$ cat config.mk
export PLATFORM = sky130hd
export DESIGN_NAME = uart_tx_serializer
export DESIGN_NICKNAME = d
export VERILOG_FILES = /design/src/rtl/uart_tx_serializer.sv
export SDC_FILE = /design/constraint.sdc
export NUM_CORES = 1
export LEC_CHECK = 0
export ABC_AREA = 1
export BUFFER_PORTS_ARGS = -buffer_cell sky130_fd_sc_hd__buf_2
export CAP_MARGIN = 20
export CORE_MARGIN = 5
export CORE_UTILIZATION = 57
export CTS_CLUSTER_DIAMETER = 40
export CTS_CLUSTER_SIZE = 14
export DETAILED_ROUTE_END_ITERATION = 16
export GPL_TIMING_DRIVEN = 0
export PLACE_DENSITY_LB_ADDON = 0.08
export SETUP_SLACK_MARGIN = 0.3
export SLEW_MARGIN = 10
export SYNTH_ARGS = -nofsm -noshare
export SYNTH_HDL_FRONTEND = slang
export SYNTH_SLANG_ARGS = --single-unit
$ cat constraint.sdc
create_clock -name clk -period 2.2 [get_ports clk]
set_input_delay 0.44 -clock clk [delete_from_list [all_inputs] [get_ports clk]]
set_output_delay 0.44 -clock clk [all_outputs]
set_load 0.1 [all_outputs]
$ cat src/rtl/uart_tx_serializer.sv
// uart_tx_serializer: transmit side of a UART.
// Accepts a byte on a ready/send handshake and shifts it out on tx as
// start bit, data LSB first, optional parity, then one or two stop bits.
// Every bit lasts CLK_DIV*OVERSAMPLE clock cycles.
module uart_tx_serializer #(
    parameter int CLK_DIV    = 27,
    parameter int OVERSAMPLE = 16,
    parameter int DATA_BITS  = 8,
    parameter int PARITY_EN  = 0,
    parameter int PARITY_ODD = 0,
    parameter int STOP_BITS  = 1
) (
    input  logic                 clk,
    input  logic                 rst,
    input  logic [DATA_BITS-1:0] data_in,
    input  logic                 send,
    output logic                 ready,
    output logic                 tx,
    output logic                 done
);

    localparam int DIV_W   = (CLK_DIV > 1) ? $clog2(CLK_DIV) : 1;
    localparam int SMP_W   = $clog2(OVERSAMPLE);
    localparam int BIT_MAX = (DATA_BITS > STOP_BITS) ? DATA_BITS : STOP_BITS;
    localparam int BIT_W   = $clog2(BIT_MAX);

    localparam logic [DIV_W-1:0] DIV_LAST  = DIV_W'(CLK_DIV - 1);
    localparam logic [SMP_W-1:0] SMP_LAST  = SMP_W'(OVERSAMPLE - 1);
    localparam logic [BIT_W-1:0] DATA_LAST = BIT_W'(DATA_BITS - 1);
    localparam logic [BIT_W-1:0] STOP_LAST = BIT_W'(STOP_BITS - 1);

    typedef enum logic [2:0] {
        IDLE,
        START,
        DATA,
        PARITY,
        STOP
    } state_t;

    state_t               state;
    logic [DIV_W-1:0]     div_cnt;
    logic [SMP_W-1:0]     smp_cnt;
    logic [BIT_W-1:0]     bit_cnt;
    logic [DATA_BITS-1:0] shreg;
    logic                 parity_bit;

    logic tick;
    logic bit_end;
    logic frame_end;
    logic accept;

    // Bit boundaries are decoded from the counters: a bit ends on the tick
    // that completes its last oversample slot.
    assign tick      = (div_cnt == DIV_LAST);
    assign bit_end   = tick && (smp_cnt == SMP_LAST);
    assign frame_end = (state == STOP) && (bit_cnt == STOP_LAST) && bit_end;

    // ready/done are decoded purely from registered state (no input-to-output
    // path), so they are valid during exactly the final cycle of the frame
    // and allow a zero-gap restart on that edge.
    assign done   = frame_end;
    assign ready  = (state == IDLE) || frame_end;
    assign accept = send && ready;

    // Frame sequencer: bit timing counters, shift register and the tx pin.
    always_ff @(posedge clk) begin
        // NOTE: all state here is updated with non-blocking assignments, so
        // later assignments in this block (the accept override below) win
        // cleanly and every read sees the pre-edge value.
        if (rst) begin
            state      <= IDLE;
            div_cnt    <= '0;
            smp_cnt    <= '0;
            bit_cnt    <= '0;
            shreg      <= '0;
            parity_bit <= 1'b0;
            tx         <= 1'b1;
        end else begin
            if (state != IDLE) begin
                if (tick) begin
                    div_cnt <= '0;
                    smp_cnt <= (smp_cnt == SMP_LAST) ? '0 : smp_cnt + 1'b1;
                end else begin
                    div_cnt <= div_cnt + 1'b1;
                end
            end

            case (state)
                IDLE: begin
                    tx <= 1'b1;
                end
                START: begin
                    if (bit_end) begin
                        state   <= DATA;
                        bit_cnt <= '0;
                        tx      <= shreg[0];
                    end
                end
                DATA: begin
                    if (bit_end) begin
                        shreg <= shreg >> 1;
                        if (bit_cnt == DATA_LAST) begin
                            bit_cnt <= '0;
                            if (PARITY_EN != 0) begin
                                state <= PARITY;
                                tx    <= parity_bit;
                            end else begin
                                state <= STOP;
                                tx    <= 1'b1;
                            end
                        end else begin
                            bit_cnt <= bit_cnt + 1'b1;
                            tx      <= shreg[1];
                        end
                    end
                end
                PARITY: begin
                    if (bit_end) begin
                        state   <= STOP;
                        bit_cnt <= '0;
                        tx      <= 1'b1;
                    end
                end
                STOP: begin
                    if (bit_end) begin
                        if (bit_cnt == STOP_LAST) begin
                            state   <= IDLE;
                            bit_cnt <= '0;
                        end else begin
                            bit_cnt <= bit_cnt + 1'b1;
                        end
                        tx <= 1'b1;
                    end
                end
                default: begin
                    state <= IDLE;
                    tx    <= 1'b1;
                end
            endcase

            // Accepting a byte restarts every counter; this also covers the
            // back-to-back case where the last stop bit hands straight over.
            // Parity is taken from the byte as latched on this edge.
            if (accept) begin
                state      <= START;
                div_cnt    <= '0;
                smp_cnt    <= '0;
                bit_cnt    <= '0;
                shreg      <= data_in;
                parity_bit <= (^data_in) ^ (PARITY_ODD != 0);
                tx         <= 1'b0;
            end
        end
    end

endmodule

==> impl_metrics.tcl, run 1 <==
set metrics [dict create \
    status "finished, final reports clean" \
    die_area_um2 3480 \
    synth_area_um2 1370 \
    grt_pass1_vias 1265 \
    diodes 0 \
    max_slew.worst_pin.slew_ns 0.484 \
    grt_pass1_wl_um 5250 \
    drc 0 \
    io_pins 14 \
    path_clk_slew_ns 0.13 \
    leakagePower_nw 0.851 \
    hold_class "input pin to register" \
    wire_per_inst_um 12.6 \
    worstPathMaxFanout 3 \
    maxCapViolCount 0 \
    htreeDepth 1 \
    worstPathRequired_ns 1.76 \
    setup_viol 0 \
    vdd_drop_max_uv 426 \
    root_buffer "clkbuf_4" \
    antenna_found_initial 0 \
    r2r_cells 15 \
    die_x_um 59.0 \
    initial_core_util_pct 60.7 \
    powerDensity_nw_per_um2 681 \
    fmax_mhz 517 \
    drtIter0Drc 52 \
    grt_overflow 0 \
    syn_area_per_cell_um2 7.60 \
    row_count 17 \
    seq_area_frac_synth_pct 35.1 \
    critical_path_class "register to output pin" \
    r2r_setup_slack_ns 0.39 \
    setup_tns_ns 0 \
    relSlewSlack_pct 68.0 \
    placed_area_um2 1470 \
    ant_nets 0 \
    min_period_ns 1.93 \
    holdPathStages 2 \
    layout_worst_path_cycle_share_pct 87.9 \
    postSynthCellCount 180 \
    io_buffers 13 \
    viasPerCell 5.36 \
    r2r_start "div_cnt[0]" \
    startpoint_type "register" \
    place.gp.congestion 0.864 \
    finalNetCount 226 \
    cts_buffers 3 \
    syn_nets 197 \
    first_pass_iters 4 \
    synth_seq_cells 24 \
    core-area_um2 2250 \
    ys_warn_count 0 \
    ys_types 25 \
    drt-total-wl_um 2970 \
    end_kind "output pin" \
    grt_max_degree 13 \
    hold_buffers 0 \
    cts_max_path_buffers 2 \
    drive_gt1_share_pct 30.9 \
    dieHeight_um 59.0 \
    fin_skew_ns 0.00356 \
    grt_setup_unrepaired "yes" \
    syn_to_final_growth_pct 21.0 \
    slew_viol_final 0 \
    track_usage_pct 19.5 \
    cts.sink_count 24 \
    hold_end "state[0]" \
    cts_tree "built" \
    critical_path_arrival_ns 1.49 \
    vias 1260 \
    worstReg2RegEnd "state[2]" \
    finalHoldViolCount 0 \
    finalInstanceArea_um2 1660 \
    insertion_delay_ns 0.32 \
    hp-start "rst" \
    dp_hpwl_um 2090 \
]
cell usage after synthesis, drive strengths merged:
library cell / count / area, um2
a21boi: 1 / 18.8
a21oi: 11 / 55.1
buf: 2 / 22.5
clkinv: 1 / 3.75
dfxtp: 24 / 480
ha: 6 / 75.1
inv: 23 / 86.3
nand2: 51 / 244
nand3: 21 / 110
nand4: 6 / 37.5
nor2: 18 / 123
nor3: 5 / 30.0
o211a: 1 / 10.0
o211ai: 1 / 7.51
o21ai: 4 / 20.0
xnor2: 1 / 8.76
xor2: 4 / 35.0
how the worst max path moves through the flow:
stage                           from     to  slack (ns)
after global placement    div_cnt[0]  ready        0.27
after CTS                 div_cnt[0]   done        0.26
after detailed placement  div_cnt[0]  ready        0.25
after global routing      smp_cnt[0]   done        0.18
after floorplan           div_cnt[0]   done        0.33
final                     smp_cnt[0]   done        0.27
placed cells by master, fill, tap and decap left out, types with 4 or more instances in the layout:
cell | synthesis | final
nand4_1 | 6 | 6
nand2_1 | 42 | 40
xor2_1 | 4 | 4
a21oi_1 | 11 | 11
inv_2 | 5 | 6
nor2_1 | 13 | 13
nand2_4 | 6 | 7
buf_2 | 0 | 11
nand2_2 | 3 | 4
dfxtp_1 | 24 | 19
inv_1 | 18 | 16
nand3_1 | 20 | 20
buf_4 | 0 | 11
nor3_1 | 4 | 4
critical path, cell delays in order (launching register included):
cell        delay (ns)
dfxtp_4           0.38
ha_2              0.20
nand3_4           0.11
nor2_8            0.14
nand2_4           0.08
clkinvlp_4        0.09
buf_12            0.17
kinds of logic (layout without fill, tap and decap cells):
group	Yosys count	after routing	synth area share (%)
flip-flops	24	24	35.1
XOR/XNOR	5	5	3.20
buffers and inverters	26	53	8.23
AND/OR/NAND/NOR	101	101	39.8
AO/OA/AOI/OAI	18	18	8.14
adder cells (fa/ha/maj)	6	6	5.49
report_power, final:
group / total, mW / switching, mW / internal [mW]
sequential: 0.497 / 0.0280 / 0.469
clock: 0.201 / 0.137 / 0.0643
combinational: 0.430 / 0.278 / 0.152
total: 1.13 / 0.442 / 0.685
stage by stage:
step | util [%] | hold slack (ns) | std cells | power [mW] | setup slack, ns
after floorplan | - | 0.448 | 180 | 0.806 | 0.334
after global placement | 65.3 | 0.458 | 221 | 0.867 | 0.268
after detailed placement | 65.3 | 0.465 | 221 | 0.876 | 0.251
after CTS | 71.5 | 0.314 | 231 | 1.12 | 0.262
after global routing | 73.4 | 0.306 | 235 | 1.20 | 0.180
final | 73.4 | 0.326 | 235 | 1.13 | 0.267
layout make-up:
type | count | area [um2]
plain buffers | 2 | 22.5
inverters | 24 | 96.3
flip-flops and latches | 24 | 492
well taps | 28 | 35.0
fillers | 187 | 599
clock buffers | 3 | 22.5
multi-input cells | 130 | 810
repair buffers | 24 | 178
registers in the layout, summed over array words and instances (netlist names):
signal	cells
bit_cnt	3
div_cnt	5
shreg	8
smp_cnt	4
state	3
tx	1
what timing repair did:
action / 4_1_cts / 5_1_grt
pin swaps: 4 / 3
setup endpoints to repair: 2 / 2
setup buffers: 7 / 4
gates cloned: 0 / 0
resized for setup: 21 / 5
per-layer routing:
| metal | up-vias | track usage, % | part of all wire (%) |
|---|---|---|---|
| met2 | 37 | 31.5 | 49 |
| met1 | 580 | 24.2 | 44 |
| met4 | 0 | 10.7 | 2.1 |
| li1 | 635 | - | - |
| met5 | - | 0 | 0 |
| met3 | 8 | 3.92 | 5.2 |
Power figures use the tool's default switching activity.
==> run 2: changes to the inputs <==
--- a/config.mk
+++ b/config.mk
@@ -13,10 +13,11 @@
 export CTS_CLUSTER_DIAMETER = 40
 export CTS_CLUSTER_SIZE = 14
 export DETAILED_ROUTE_END_ITERATION = 16
-export GPL_TIMING_DRIVEN = 0
+export GPL_TIMING_DRIVEN = 1
 export PLACE_DENSITY_LB_ADDON = 0.08
 export SETUP_SLACK_MARGIN = 0.3
 export SLEW_MARGIN = 10
 export SYNTH_ARGS = -nofsm -noshare
 export SYNTH_HDL_FRONTEND = slang
 export SYNTH_SLANG_ARGS = --single-unit
+export TNS_END_PERCENT = 10
==> impl_metrics.tcl, run 2 (synthesized netlist as in run 1, its figures left out) <==
set metrics [dict create \
    status "finished, final reports clean" \
    grt_pass1_vias 1238 \
    ant_nets 0 \
    startpoint_type "register" \
    r2r_start "div_cnt[0]" \
    drtIter0Drc 25 \
    viasPerCell 5.32 \
    relSlewSlack_pct 67.9 \
    antenna_found_initial 0 \
    setup_ws_ns 0.274 \
    insertion_delay_ns 0.32 \
    wire_per_inst_um 13.3 \
    critical_path_arrival_ns 1.49 \
    layout_worst_path_cycle_share_pct 87.5 \
    max_slew.worst_pin.slew_ns 0.485 \
    drc 0 \
    largest-register "shreg" \
    hold_class "input pin to register" \
    track_usage_pct 19.1 \
    pre_cts_ws_ns 0.302 \
    dieHeight_um 59.0 \
    io_pins 14 \
    htreeDepth 1 \
    vias 1228 \
    fin_skew_ns 0.00189 \
    maxCapViolCount 0 \
    worstPathRequired_ns 1.76 \
    setup_tns_ns 0 \
    grt_overflow 0 \
    diodes 0 \
    globalRoute.busiestLayer "met2" \
    dp_hpwl_um 2080 \
    fin_hold_ws_ns 0.356 \
    grt_pass1_wl_um 5130 \
    setup_viol 0 \
    use_met2_pct 34.1 \
    slew_viol_final 0 \
    initial_core_util_pct 60.7 \
    die_x_um 59.0 \
    min_period_ns 1.93 \
    powerDensity_nw_per_um2 753 \
    first_pass_iters 5 \
    path_clk_slew_ns 0.14 \
    syn_to_final_growth_pct 20.3 \
    worstPathMaxFanout 3 \
    die_area_um2 3480 \
    cts.sink_count 24 \
    root_buffer "clkbuf_4" \
    finalHoldViolCount 0 \
    worstReg2RegEnd "smp_cnt[3]" \
    largest_reg_flops 8 \
    grt_use_met3_pct 2.18 \
    cts_max_path_buffers 2 \
    grtUsageMet1_pct 22.5 \
    hold_buffers 0 \
    crit_end "done" \
    r2r_setup_slack_ns 0.47 \
    grt_max_degree 15 \
    fin_util_pct 73.0 \
    r2r_cells 14 \
    leakagePower_nw 0.840 \
    critical_path_class "register to output pin" \
    drive_gt1_share_pct 29.1 \
    top_regs "shreg: 8 flops, div_cnt: 5 flops, smp_cnt: 4 flops" \
    cts_buffers 3 \
    io_buffers 13 \
    layout_common_cells "nand2_1, nand3_1, dfxtp_1, inv_1, nor2_1" \
    drt-total-wl_um 3070 \
    finalNetCount 221 \
    grt_setup_unrepaired "yes" \
    vdd_drop_max_uv 576 \
    final_common_cell "nand2_1" \
    place.gp.congestion 0.847 \
    cts_tree "built" \
    cp-startpoint "div_cnt[0]" \
    end_kind "output pin" \
    row_count 17 \
    fmax_mhz 519 \
    core-area_um2 2250 \
]
-- run 2: worst min path at each step --
stage | startpoint | endpoint | cells after the start
2_1_floorplan | shreg[7] | shreg[6] | 2
3_3_place_gp | shreg[4] | shreg[3] | 2
3_5_place_dp | bit_cnt[1] | bit_cnt[1] | 2
4_1_cts | rst | state[0] | 2
5_1_grt | rst | state[0] | 2
6_report | rst | state[0] | 2
-- run 2: worst max-delay path, cell delays in order (launching register included) --
cell and delay (ns):
dfxtp_2 0.37, inv_2 0.05, ha_4 0.15, nand2_4 0.07
inv_4 0.03, nand2_4 0.08, nor2_8 0.04, nand2_4 0.09
clkinvlp_4 0.11, buf_12 0.17
-- run 2: routing by layer --
| layer | share of wire (%) | routed length [um] |
|---|---|---|
| met1 | 43 | 1330 |
| met2 | 53 | 1630 |
| met3 | 2.8 | 86 |
| met4 | 0.91 | 28 |
| met5 | 0 | 0 |
-- run 2: what timing repair did --
item | in CTS | in global routing
endpoints found under the hold margin | 0 | 0
setup endpoints to repair | 2 | 2
setup buffers | 5 | 2
cloned | 0 | 0
pin swaps | 5 | 6
gates resized for setup | 16 | 5
-- run 2: stage by stage --
step                      total power, mW  std cells  area (um2)
after floorplan                     0.806        180        1370
after global placement              0.883        220        1470
after CTS                            1.23        229        1610
after global routing                 1.30        231        1650
final                                1.24        231        1650
after detailed placement            0.890        220        1470
-- run 2: layout make-up --
cell class | count | area, um2
clock buffer | 3 | 22.5
clock inverter | 1 | 30.0
fill | 185 | 609
inverter | 24 | 96.3
multi-input combinational | 130 | 817
sequential | 24 | 489
tap | 28 | 35.0
timing repair buffer | 21 | 155
-- run 2: power by group --
part	internal (mW)	switching, mW	total (mW)
sequential	0.469	0.0276	0.497
combinational	0.140	0.279	0.419
clock	0.184	0.139	0.323
==> run 3: changes to the inputs <==
--- a/config.mk
+++ b/config.mk
@@ -14,7 +14,9 @@
 export CTS_CLUSTER_SIZE = 14
 export DETAILED_ROUTE_END_ITERATION = 16
 export GPL_TIMING_DRIVEN = 1
+export MAX_ROUTING_LAYER = met4
 export PLACE_DENSITY_LB_ADDON = 0.08
+export RECOVER_POWER = 50
 export SETUP_SLACK_MARGIN = 0.3
 export SLEW_MARGIN = 10
 export SYNTH_ARGS = -nofsm -noshare
==> impl_metrics.tcl, run 3 (synthesized netlist as in run 1, its figures left out) <==
set metrics [dict create \
    cp-startpoint "div_cnt[0]" \
    vias 1229 \
    fmax_mhz 505 \
    hold_class "input pin to register" \
    status "finished, final reports clean" \
    die_x_um 59.0 \
    viasPerCell 5.32 \
    wire_per_inst_um 13.2 \
    cts_tree "built" \
    layout_common_cells "nand2_1, nand3_1, dfxtp_1, inv_1, nor2_1" \
    p_sw_uw 441 \
    powerDensity_nw_per_um2 755 \
    max_slew.worst_pin.slew_ns 0.539 \
    grt_pass1_vias 1236 \
    drive_gt1_share_pct 26.6 \
    fin_cells 231 \
    cts_max_path_buffers 2 \
    drt-total-wl_um 3040 \
    dieHeight_um 59.0 \
    layout_worst_path_cycle_share_pct 90.1 \
    place.gp.congestion 0.860 \
    setup_viol 0 \
    finalNetCount 221 \
    io_pins 14 \
    critical_path_class "register to output pin" \
    final_common_cell "nand2_1" \
    top_regs "shreg: 8 flops, div_cnt: 5 flops, smp_cnt: 4 flops" \
    startpoint_type "register" \
    grt_overflow 0 \
    grt_max_degree 15 \
    dpl.cell_count 220 \
    core-area_um2 2250 \
    finalHoldViolCount 0 \
    diodes 0 \
    syn_to_final_growth_pct 19.3 \
    hp-start "rst" \
    io_buffers 13 \
    htreeDepth 1 \
    cpPeakStageDelay_ns 0.37 \
    largest_reg_flops 8 \
    die_area_um2 3480 \
    initial_core_util_pct 60.7 \
    antenna_found_initial 0 \
    multi_input_area_um2 807 \
    worstPathRequired_ns 1.76 \
    drtIter0Drc 27 \
    seq_power_share_pct 40.2 \
    largest-register "shreg" \
    intPower_uw 790 \
    first_pass_iters 4 \
    pwr-share-comb_pct 33.6 \
    nFillCells 189 \
    cts_buffers 3 \
    clkPwrFrac_pct 26.2 \
    track_usage_pct 19.7 \
    worstPathMaxFanout 3 \
    path_clk_slew_ns 0.13 \
    slew_viol_final 0 \
    maxCapViolCount 0 \
    leakagePower_nw 0.838 \
    cts.sink_count 24 \
    vdd_drop_max_uv 572 \
    fin_skew_ns 0.00136 \
    relSlewSlack_pct 64.2 \
    r2r_start "div_cnt[0]" \
    row_count 17 \
    grt_setup_unrepaired "yes" \
    dp_hpwl_um 2080 \
    register_area_um2 488 \
    root_buffer "clkbuf_4" \
    p_sw_share_pct 35.9 \
    crit_top_cell "nand2_4" \
    drc 0 \
    min_period_ns 1.98 \
    slowest_stage "dfxtp_1" \
    cp_cell_sequence "inv_1 > ha_4 > nand2_4 > inv_4 > nand2_4 > nor2_8 > nand2_4 > clkinvlp_4 > buf_12" \
    setup_tns_ns 0 \
    end_kind "output pin" \
    grt_pass1_wl_um 5140 \
    ant_nets 0 \
    insertion_delay_ns 0.32 \
    critical_path_arrival_ns 1.54 \
]
==> run 3: changes by cell type in the layout (fill, tap and decap cells not counted), sizes merged <==
cell / change
clkbuf: +2
buf: -2
==> run 3: through the flow <==
step                      setup WS, ns  total power [mW]  area (um2)  hold slack [ns]  utilization (%)
after floorplan                  0.334             0.806        1370            0.448                -
after global placement           0.341             0.883        1470            0.458             65.3
after detailed placement         0.302             0.890        1470            0.480             65.3
after CTS                        0.251              1.23        1610            0.341             71.4
after global routing             0.142              1.30        1630            0.334             72.4
final                            0.218              1.23        1630            0.356             72.4
==> run 3: repair_timing <==
action / 4_1_cts / 5_1_grt
resized for setup: 16 / 5
endpoints found under the setup margin: 2 / 2
pin swaps: 5 / 6
cloned: 0 / 0
setup buffers: 5 / 2
hold buffers: 0 / 0
==> run 3: power groups by stage <==
stage	clock network, mW	logic [mW]	registers (mW)
3_5_place_dp	0	0.382	0.507
4_1_cts	0.326	0.404	0.497
2_1_floorplan	0	0.274	0.532
5_1_grt	0.352	0.447	0.500
6_report	0.323	0.413	0.495
3_3_place_gp	0	0.377	0.506
==> run 3: path summary, 6_finish.rpt <==
path         endpoint  slack, ns  cells after the start
max              done       0.22                      9
min          state[0]       0.36                      2
max reg2reg  shreg[1]       0.32                     13
min reg2reg  shreg[3]       0.50                      2
==> run 3: area by class of cell <==
class                           instances  area share [%]
Clock inverter                          1            1.84
Sequential cell                        24            29.9
Clock buffer                            3            1.38
Inverter                               24            5.90
Tap cell                               28            2.15
Timing Repair Buffer                   21            9.36
Multi-Input combinational cell        130            49.5
==> run 3: critical path, delay by kind of cell (launching register included) <==
kind / cells / cell delay, ns
buffers and inverters: 4 / 0.40
adders and majority gates: 1 / 0.17
and+or+nand+nor: 4 / 0.28
DFF: 1 / 0.37
==> run 3: layer usage <==
metal  part of all wire (%)  global-route usage, %
met1                     42                   22.6
met2                     53                   34.1
met3                    3.0                   2.18
met4                    1.8                   9.39
met5                      0                      -
